### config.mk
export PLATFORM = sky130hd
export DESIGN_NAME = alu_seq_exec
export DESIGN_NICKNAME = d
export VERILOG_FILES = /design/src/rtl/alu_seq_exec.sv
export SDC_FILE = /design/constraint.sdc
export NUM_CORES = 2
export LEC_CHECK = 0
export CAP_MARGIN = 20
export CORE_MARGIN = 3
export CORE_UTILIZATION = 58
export DETAILED_ROUTE_END_ITERATION = 8
export PLACE_DENSITY = 0.78
export SLEW_MARGIN = 0
export SYNTH_ARGS = -nofsm -noshare
export SYNTH_HDL_FRONTEND = slang
export SYNTH_SLANG_ARGS = --single-unit
### constraint.sdc
create_clock -name clk -period 6.1 [get_ports clk]
set_input_delay 0.61 -clock clk [delete_from_list [all_inputs] [get_ports clk]]
set_output_delay 0.61 -clock clk [all_outputs]
set_load 0.1 [all_outputs]
### src/rtl/alu_seq_exec.sv
// Execute unit for the MIPS core: single-cycle ALU and immediate ops, plus
// iterative mult/multu/div/divu into HI/LO, all behind valid/ready handshakes.
module alu_seq_exec #(
  parameter int WIDTH   = 32,
  parameter int SHAMT_W = 5
) (
  input  logic             clk,
  input  logic             rst_n,
  input  logic             in_valid,
  output logic             in_ready,
  input  logic [31:0]      instr,
  input  logic [WIDTH-1:0] src_a,
  input  logic [WIDTH-1:0] src_b,
  output logic             out_valid,
  input  logic             out_ready,
  output logic [WIDTH-1:0] result,
  output logic             wr_en,
  output logic             wr_rt,
  output logic             illegal,
  output logic             div_zero
);

  localparam logic [1:0] S_IDLE = 2'd0;
  localparam logic [1:0] S_MUL  = 2'd1;
  localparam logic [1:0] S_DIV  = 2'd2;
  localparam logic [1:0] S_DONE = 2'd3;

  localparam logic [SHAMT_W-1:0] LAST_ITER = SHAMT_W'(WIDTH - 1);

  logic [1:0]         r_state;
  logic [SHAMT_W-1:0] r_cnt;
  logic [WIDTH-1:0]   r_hi;
  logic [WIDTH-1:0]   r_lo;

  logic [2*WIDTH-1:0] r_mcand;
  logic [WIDTH-1:0]   r_mplier;
  logic [2*WIDTH-1:0] r_prod;
  logic [WIDTH-1:0]   r_rem;
  logic [WIDTH-1:0]   r_quo;
  logic [WIDTH-1:0]   r_dvsr;
  logic               r_negRes;
  logic               r_negRem;
  logic               r_divZero;
  logic [WIDTH-1:0]   r_srcA;

  logic               r_outValid;
  logic [WIDTH-1:0]   r_result;
  logic               r_wrEn;
  logic               r_wrRt;
  logic               r_illegal;
  logic               r_divZeroOut;

  logic [5:0]         w_op;
  logic [5:0]         w_funct;
  logic [SHAMT_W-1:0] w_shamt;
  logic [15:0]        w_imm;
  logic [WIDTH-1:0]   w_immSext;
  logic [WIDTH-1:0]   w_immZext;
  logic [WIDTH-1:0]   w_immLui;
  logic               w_unused;

  logic [WIDTH-1:0]   w_aluRes;
  logic               w_wrEn;
  logic               w_wrRt;
  logic               w_illegal;
  logic               w_isMul;
  logic               w_isDiv;
  logic               w_signed;

  logic               w_accept;
  logic               w_aNeg;
  logic               w_bNeg;
  logic [WIDTH-1:0]   w_aMag;
  logic [WIDTH-1:0]   w_bMag;

  logic [2*WIDTH-1:0] w_prodNext;
  logic [2*WIDTH-1:0] w_prodFinal;
  logic [WIDTH:0]     w_remShift;
  logic [WIDTH:0]     w_diff;
  logic               w_fits;
  logic [WIDTH-1:0]   w_remNext;
  logic [WIDTH-1:0]   w_quoNext;
  logic [WIDTH-1:0]   w_quoFinal;
  logic [WIDTH-1:0]   w_remFinal;
  logic               w_lastIter;
  logic               w_finish;

  assign w_op      = instr[31:26];
  assign w_funct   = instr[5:0];
  assign w_shamt   = instr[SHAMT_W+5:6];
  assign w_imm     = instr[15:0];
  assign w_immSext = WIDTH'($signed(w_imm));
  assign w_immZext = WIDTH'(w_imm);
  assign w_immLui  = WIDTH'({w_imm, 16'h0000});
  // Register specifiers were already consumed by operand fetch.
  assign w_unused  = ^instr[25:SHAMT_W+6];

  assign in_ready  = (r_state == S_IDLE) && (!r_outValid || out_ready);
  assign w_accept  = in_valid && in_ready;

  always_comb begin
    w_aluRes  = '0;
    w_wrEn    = 1'b1;
    w_wrRt    = 1'b0;
    w_illegal = 1'b0;
    w_isMul   = 1'b0;
    w_isDiv   = 1'b0;
    w_signed  = 1'b0;
    if (w_op == 6'b000000) begin
      case (w_funct)
        6'b100000, 6'b100001: w_aluRes = src_a + src_b;
        6'b100010, 6'b100011: w_aluRes = src_a - src_b;
        6'b100100:            w_aluRes = src_a & src_b;
        6'b100101:            w_aluRes = src_a | src_b;
        6'b100110:            w_aluRes = src_a ^ src_b;
        6'b100111:            w_aluRes = ~(src_a | src_b);
        6'b101010:            w_aluRes = WIDTH'($signed(src_a) < $signed(src_b));
        6'b101011:            w_aluRes = WIDTH'(src_a < src_b);
        6'b000000:            w_aluRes = src_b << w_shamt;
        6'b000010:            w_aluRes = src_b >> w_shamt;
        6'b000011:            w_aluRes = $signed(src_b) >>> w_shamt;
        6'b010000:            w_aluRes = r_hi;
        6'b010010:            w_aluRes = r_lo;
        6'b011000: begin
          w_isMul  = 1'b1;
          w_signed = 1'b1;
        end
        6'b011001:            w_isMul  = 1'b1;
        6'b011010: begin
          w_isDiv  = 1'b1;
          w_signed = 1'b1;
        end
        6'b011011:            w_isDiv  = 1'b1;
        default: begin
          w_wrEn    = 1'b0;
          w_illegal = 1'b1;
        end
      endcase
    end else begin
      w_wrRt = 1'b1;
      case (w_op)
        6'b001000, 6'b001001: w_aluRes = src_a + w_immSext;
        6'b001010:            w_aluRes = WIDTH'($signed(src_a) < $signed(w_immSext));
        6'b001011:            w_aluRes = WIDTH'(src_a < w_immSext);
        6'b001100:            w_aluRes = src_a & w_immZext;
        6'b001101:            w_aluRes = src_a | w_immZext;
        6'b001110:            w_aluRes = src_a ^ w_immZext;
        6'b001111:            w_aluRes = w_immLui;
        default: begin
          w_wrEn    = 1'b0;
          w_wrRt    = 1'b0;
          w_illegal = 1'b1;
        end
      endcase
    end
  end

  // Both iterative units work on magnitudes; signs are reapplied on the last step.
  assign w_aNeg = w_signed && src_a[WIDTH-1];
  assign w_bNeg = w_signed && src_b[WIDTH-1];
  assign w_aMag = w_aNeg ? -src_a : src_a;
  assign w_bMag = w_bNeg ? -src_b : src_b;

  assign w_prodNext  = r_prod + (r_mplier[0] ? r_mcand : '0);
  assign w_prodFinal = r_negRes ? -w_prodNext : w_prodNext;

  assign w_remShift = {r_rem, r_quo[WIDTH-1]};
  assign w_diff     = w_remShift - {1'b0, r_dvsr};
  assign w_fits     = !w_diff[WIDTH];
  assign w_remNext  = w_fits ? w_diff[WIDTH-1:0] : w_remShift[WIDTH-1:0];
  assign w_quoNext  = {r_quo[WIDTH-2:0], w_fits};
  assign w_quoFinal = r_divZero ? '1 : (r_negRes ? -w_quoNext : w_quoNext);
  assign w_remFinal = r_divZero ? r_srcA : (r_negRem ? -w_remNext : w_remNext);

  assign w_lastIter = (r_cnt == LAST_ITER);
  assign w_finish   = ((r_state == S_MUL) || (r_state == S_DIV)) && w_lastIter;

  always_ff @(posedge clk or negedge rst_n) begin
    if (!rst_n) begin
      r_state   <= S_IDLE;
      r_cnt     <= '0;
      r_hi      <= '0;
      r_lo      <= '0;
      r_mcand   <= '0;
      r_mplier  <= '0;
      r_prod    <= '0;
      r_rem     <= '0;
      r_quo     <= '0;
      r_dvsr    <= '0;
      r_negRes  <= 1'b0;
      r_negRem  <= 1'b0;
      r_divZero <= 1'b0;
      r_srcA    <= '0;
    end else begin
      case (r_state)
        S_IDLE: begin
          if (w_accept && (w_isMul || w_isDiv)) begin
            r_state   <= w_isMul ? S_MUL : S_DIV;
            r_cnt     <= '0;
            r_negRes  <= w_aNeg ^ w_bNeg;
            r_negRem  <= w_aNeg;
            r_divZero <= w_isDiv && (src_b == '0);
            r_srcA    <= src_a;
            r_mcand   <= {{WIDTH{1'b0}}, w_aMag};
            r_mplier  <= w_bMag;
            r_prod    <= '0;
            r_rem     <= '0;
            r_quo     <= w_aMag;
            r_dvsr    <= w_bMag;
          end
        end
        S_MUL: begin
          r_prod   <= w_prodNext;
          r_mcand  <= r_mcand << 1;
          r_mplier <= r_mplier >> 1;
          r_cnt    <= r_cnt + 1'b1;
          if (w_lastIter) begin
            {r_hi, r_lo} <= w_prodFinal;
            r_state      <= S_DONE;
          end
        end
        S_DIV: begin
          r_rem <= w_remNext;
          r_quo <= w_quoNext;
          r_cnt <= r_cnt + 1'b1;
          if (w_lastIter) begin
            r_hi    <= w_remFinal;
            r_lo    <= w_quoFinal;
            r_state <= S_DONE;
          end
        end
        default: r_state <= S_IDLE;
      endcase
    end
  end

  // Output register: load on a single-cycle accept or mult/div completion, else drain on handshake.
  always_ff @(posedge clk or negedge rst_n) begin
    if (!rst_n) begin
      r_outValid   <= 1'b0;
      r_result     <= '0;
      r_wrEn       <= 1'b0;
      r_wrRt       <= 1'b0;
      r_illegal    <= 1'b0;
      r_divZeroOut <= 1'b0;
    end else if (w_accept && !w_isMul && !w_isDiv) begin
      r_outValid   <= 1'b1;
      r_result     <= w_aluRes;
      r_wrEn       <= w_wrEn;
      r_wrRt       <= w_wrRt;
      r_illegal    <= w_illegal;
      r_divZeroOut <= 1'b0;
    end else if (w_finish) begin
      r_outValid   <= 1'b1;
      r_wrEn       <= 1'b0;
      r_wrRt       <= 1'b0;
      r_illegal    <= 1'b0;
      r_divZeroOut <= r_divZero;
    end else if (out_ready) begin
      r_outValid   <= 1'b0;
    end
  end

  assign out_valid = r_outValid;
  assign result    = r_result;
  assign wr_en     = r_wrEn;
  assign wr_rt     = r_wrRt;
  assign illegal   = r_illegal;
  assign div_zero  = r_divZeroOut;

endmodule

==> flow_summary_export.csv <==
group,metric,value,unit
synth,synthDistinctLibCells,97,
worst_setup_path,timing.critical_path.max_delay_family,"simple AND/OR/NAND/NOR gates",
cts,worstSkewPairLatency,0.63,ns
worst_setup_path,critical_path_s_slowest_cell,"or4b_1",
placement,place.port_buffers,127,
worst_setup_path,worstPathCellList,"and2_1, ha_1, inv_1, fa_1, nor2b_2, o211ai_4, a21oi_1, nor2_1, xnor2_1, or4_4, or4_4, or4b_1, or4_4, or4_1, mux2_1, o221ai_1, o21a_1",
die,die_w,267,µm
timing,final_worst_path_period_share,95.7,%
drt,routed_wirelength,170,mm
synth,synth_area_per_cell,7.77,µm²
cts,clock_transition_time_at_the_flip_flop_clock_pins_of_the_worst_setup_and_hold_paths,0.06,ns
final_layout,nets,5526,
drt,via_per_inst,7.11,
timing,final-setup-viol-count,0,
drt,first_pass_iters,9,
pwr,share_comb_of_total_power,55.6,%
pwr,max-vdd-ir-drop,0.000374,V
final_layout,n_fill_cell,5919,
synth,synth.yosys.seq_area_share,25.2,%
synth,synthesized_netlist_net_count,5481,
cts,cts.sinks,399,
final_layout,area.sequential,9990,µm²
die,ioPinCount,138,
job,cap_violations,0,
worst_setup_path,critical_path_arrival,6.40,ns
drt,drt_iter0_markers,6329,
pwr,seq_power_share,25.1,%
cts,clock_tree.htree_level_count,2,
worst_setup_path,timing.critical_path.mode_cell,"or4_4",
pwr,power-per-cell-area,354,nW/µm²
timing,timing.fmax,171,MHz
synth,synth-edff-count,0,
cts,tritoncts,"built",
timing,hold_viol,2,
pwr,cell_internal_pwr,0.00806,W
placement,placedInstanceArea,42300,µm²
hold_path,class_of_the_most_critical_hold_timing_path,"input port to async pin",
cts,total_clock_buffers_created_by_cts,47,
status,failed_checks,"design-rule violations, negative hold slack",
synth,yosys_warnings,0,
pwr,power.total,0.0156,W
worst_setup_path,timing.setup.critical_path_class,"flip-flop to flip-flop",
placement,pre_cts_ws,0.324,ns
placement,place_hpwl,131,mm
global_routing,grtUsageTotal,46.1,%
final_layout,area_of_the_multi_input_gates,27700,µm²
die,floorplan.rows,95,
die,initial_core_util,58.8,%
cts,cts_max_path_buffers,3,
cts,cts.hold.buffers_added,0,
timing,timing.slew.headroom,17.5,%
global_routing,wire_length_of_the_first_global_routing_pass,249,mm
global_routing,grt_pass1_vias,39200,
drt,wl_per_cell,28.1,µm
timing,finalWorstSetupSlack,0.264,ns
worst_setup_path,worst-endpoint-required,6.66,ns
timing,finalClockSkew,0.0630,ns
final_layout,flow.area_growth_from_synthesis,11.1,%
pwr,p_clk_share,19.3,%
global_routing,largest_net_degree_at_the_start_of_global_routing,167,
die,chipHeight,267,µm
final_layout,most_common_cell_after_layout_fill_and_taps_aside,"o21ai_0",
die,die_area,71500,µm²
final_layout,post-route-util,65.3,%
timing,slew_viol_final,0,
die,core_area,67400,µm²
cts,clk_root_buffer_cell,"clkbuf_16",
final_layout,drive_gt1_share,7.89,%
pwr,sw_frac_of_total,48.2,%
synth,postSynth.asyncResetShare,100,%
drt,drc,14,
worst_setup_path,timing.critical_path.to_type,"flip-flop",
final_layout,stdcell_area,44000,µm²
global_routing,grt_antenna_before_repair,16,
timing,max_slew.worst_pin.slew,1.21,ns
worst_setup_path,cpPeakStageDelay,0.62,ns
synth,ys_dominant_reg_cell,"dfrtp_1",
drt,detail-route-antenna-nets,0,
worst_setup_path,critPathMaxFanout,6,
synth,synth_seq_cells,399,
final_layout,mostFrequentLayoutCells,"o21ai_0, nand2_1, nor2_1, a21oi_1, dfrtp_1",
timing,hold_slack,-0.0103,ns
worst_setup_path,worst_setup_path_start_kind,"flip-flop",
drt,route.vias.total,43100,
status,outcome,"finished, violations left",
placement,routabilityCongestion,1.15,
pwr,net-switching-power,0.00751,W
pwr,leakage,19.0,nW
synth,synth_cells,5095,
worst_setup_path,critical_path.n_buffers_inverters,1,
global_routing,overflow,0,
timing,min_period,5.84,ns
synth,syn-cell-area,39600,µm²
cells by family (layout without fill, tap and decap cells):
group | after synthesis | in the layout | synth area share [%]
AOI/OAI and AO/OA | 1827 | 1827 | 29.8
and+or+nand+nor | 1535 | 1535 | 17.9
buffers and inverters | 549 | 628 | 5.26
DFF | 399 | 399 | 25.2
xor gates and xnor gates | 297 | 297 | 6.57
adders and majority gates | 286 | 286 | 9.13
muxes | 202 | 202 | 6.15
other | 0 | 8 | 0
cell usage after synthesis, types with 42 or more instances:
cell / instances / share of area, %
o21ai_0: 544 / 6.9
nand2_1: 534 / 5.1
nor2_1: 435 / 4.1
a21oi_1: 409 / 5.2
dfrtp_1: 399 / 25
ha_1: 281 / 8.9
clkbuf_1: 273 / 2.6
xnor2_1: 239 / 5.3
inv_1: 215 / 2.0
mux2i_1: 158 / 4.0
nor3_1: 97 / 1.2
nand3_1: 92 / 1.2
a22o_1: 86 / 1.9
and2_1: 76 / 1.2
a21o_1: 75 / 1.4
o31ai_1: 65 / 1.2
o22ai_1: 61 / 0.96
xor2_1: 58 / 1.3
a211oi_1: 57 / 1.1
o211ai_1: 56 / 1.1
nand4_1: 53 / 0.84
buf_1: 49 / 0.46
a31oi_1: 43 / 0.68
o21bai_1: 42 / 0.80
cell type report:
cell class                 instances  area share, %
tap                              873           2.48
multi-input combinational       4147           62.9
antenna                            8         0.0455
timing repair buffer             325           6.30
clock buffer                      67           3.18
inverter                         220           1.88
clock inverter                    16          0.509
sequential                       399           22.7
per-stage QoR:
stage	cells	TNS (ns)	hold slack (ns)
2_1_floorplan	5095	0	0.314
6_report	6055	0	-0.0103
3_3_place_gp	5962	0	0.461
5_1_grt	6051	-0.0173	0.0553
4_1_cts	6045	0	0.0415
3_5_place_dp	5962	0	0.465
sequential cells by signal, summed over array words and instances (netlist names):
name / cells
r_mcand: 64
r_prod: 64
r_dvsr: 32
r_hi: 32
r_lo: 32
r_mplier: 32
r_quo: 32
r_rem: 32
r_srcA: 32
result: 32
r_cnt: 5
r_state: 2
div_zero: 1
illegal: 1
out_valid: 1
r_divZero: 1
r_negRem: 1
r_negRes: 1
wr_en: 1
wr_rt: 1
final timing paths:
check | startpoint | end | slack, ns | cells past startpoint
max | r_mplier[0] | r_hi[26] | 0.26 | 17
min in group clk | r_mplier[19] | r_mplier[19] | 0.48 | 2
min | rst_n | r_mcand[56] | -0.01 | 1
min reg2reg | r_mplier[19] | r_mplier[19] | 0.48 | 2
max in group asynchronous | rst_n | result[24] | 4.57 | 2
max reg2reg | r_mplier[0] | r_hi[26] | 0.26 | 17
timing repair:
action	CTS	global route
resized for setup	0	8
buffers inserted	0	0
endpoints found under the setup margin	0	14
power groups by stage:
stage	Sequential (W)	Clock, W	Combinational (W)
2_1_floorplan	0.00382	0	0.00567
3_3_place_gp	0.00387	0	0.00808
3_5_place_dp	0.00390	0	0.00825
4_1_cts	0.00386	0.00300	0.00831
5_1_grt	0.00395	0.00310	0.00926
6_report	0.00391	0.00300	0.00865
routing by layer:
layer	vias to the layer above	GRT usage (%)	wire [µm]
met5	-	0.811	102
met1	20500	60.5	64800
met2	3036	65.0	67700
met4	6	27.1	12800
li1	18800	-	-
met3	658	16.7	25000
(Power assumes the default switching activity.)
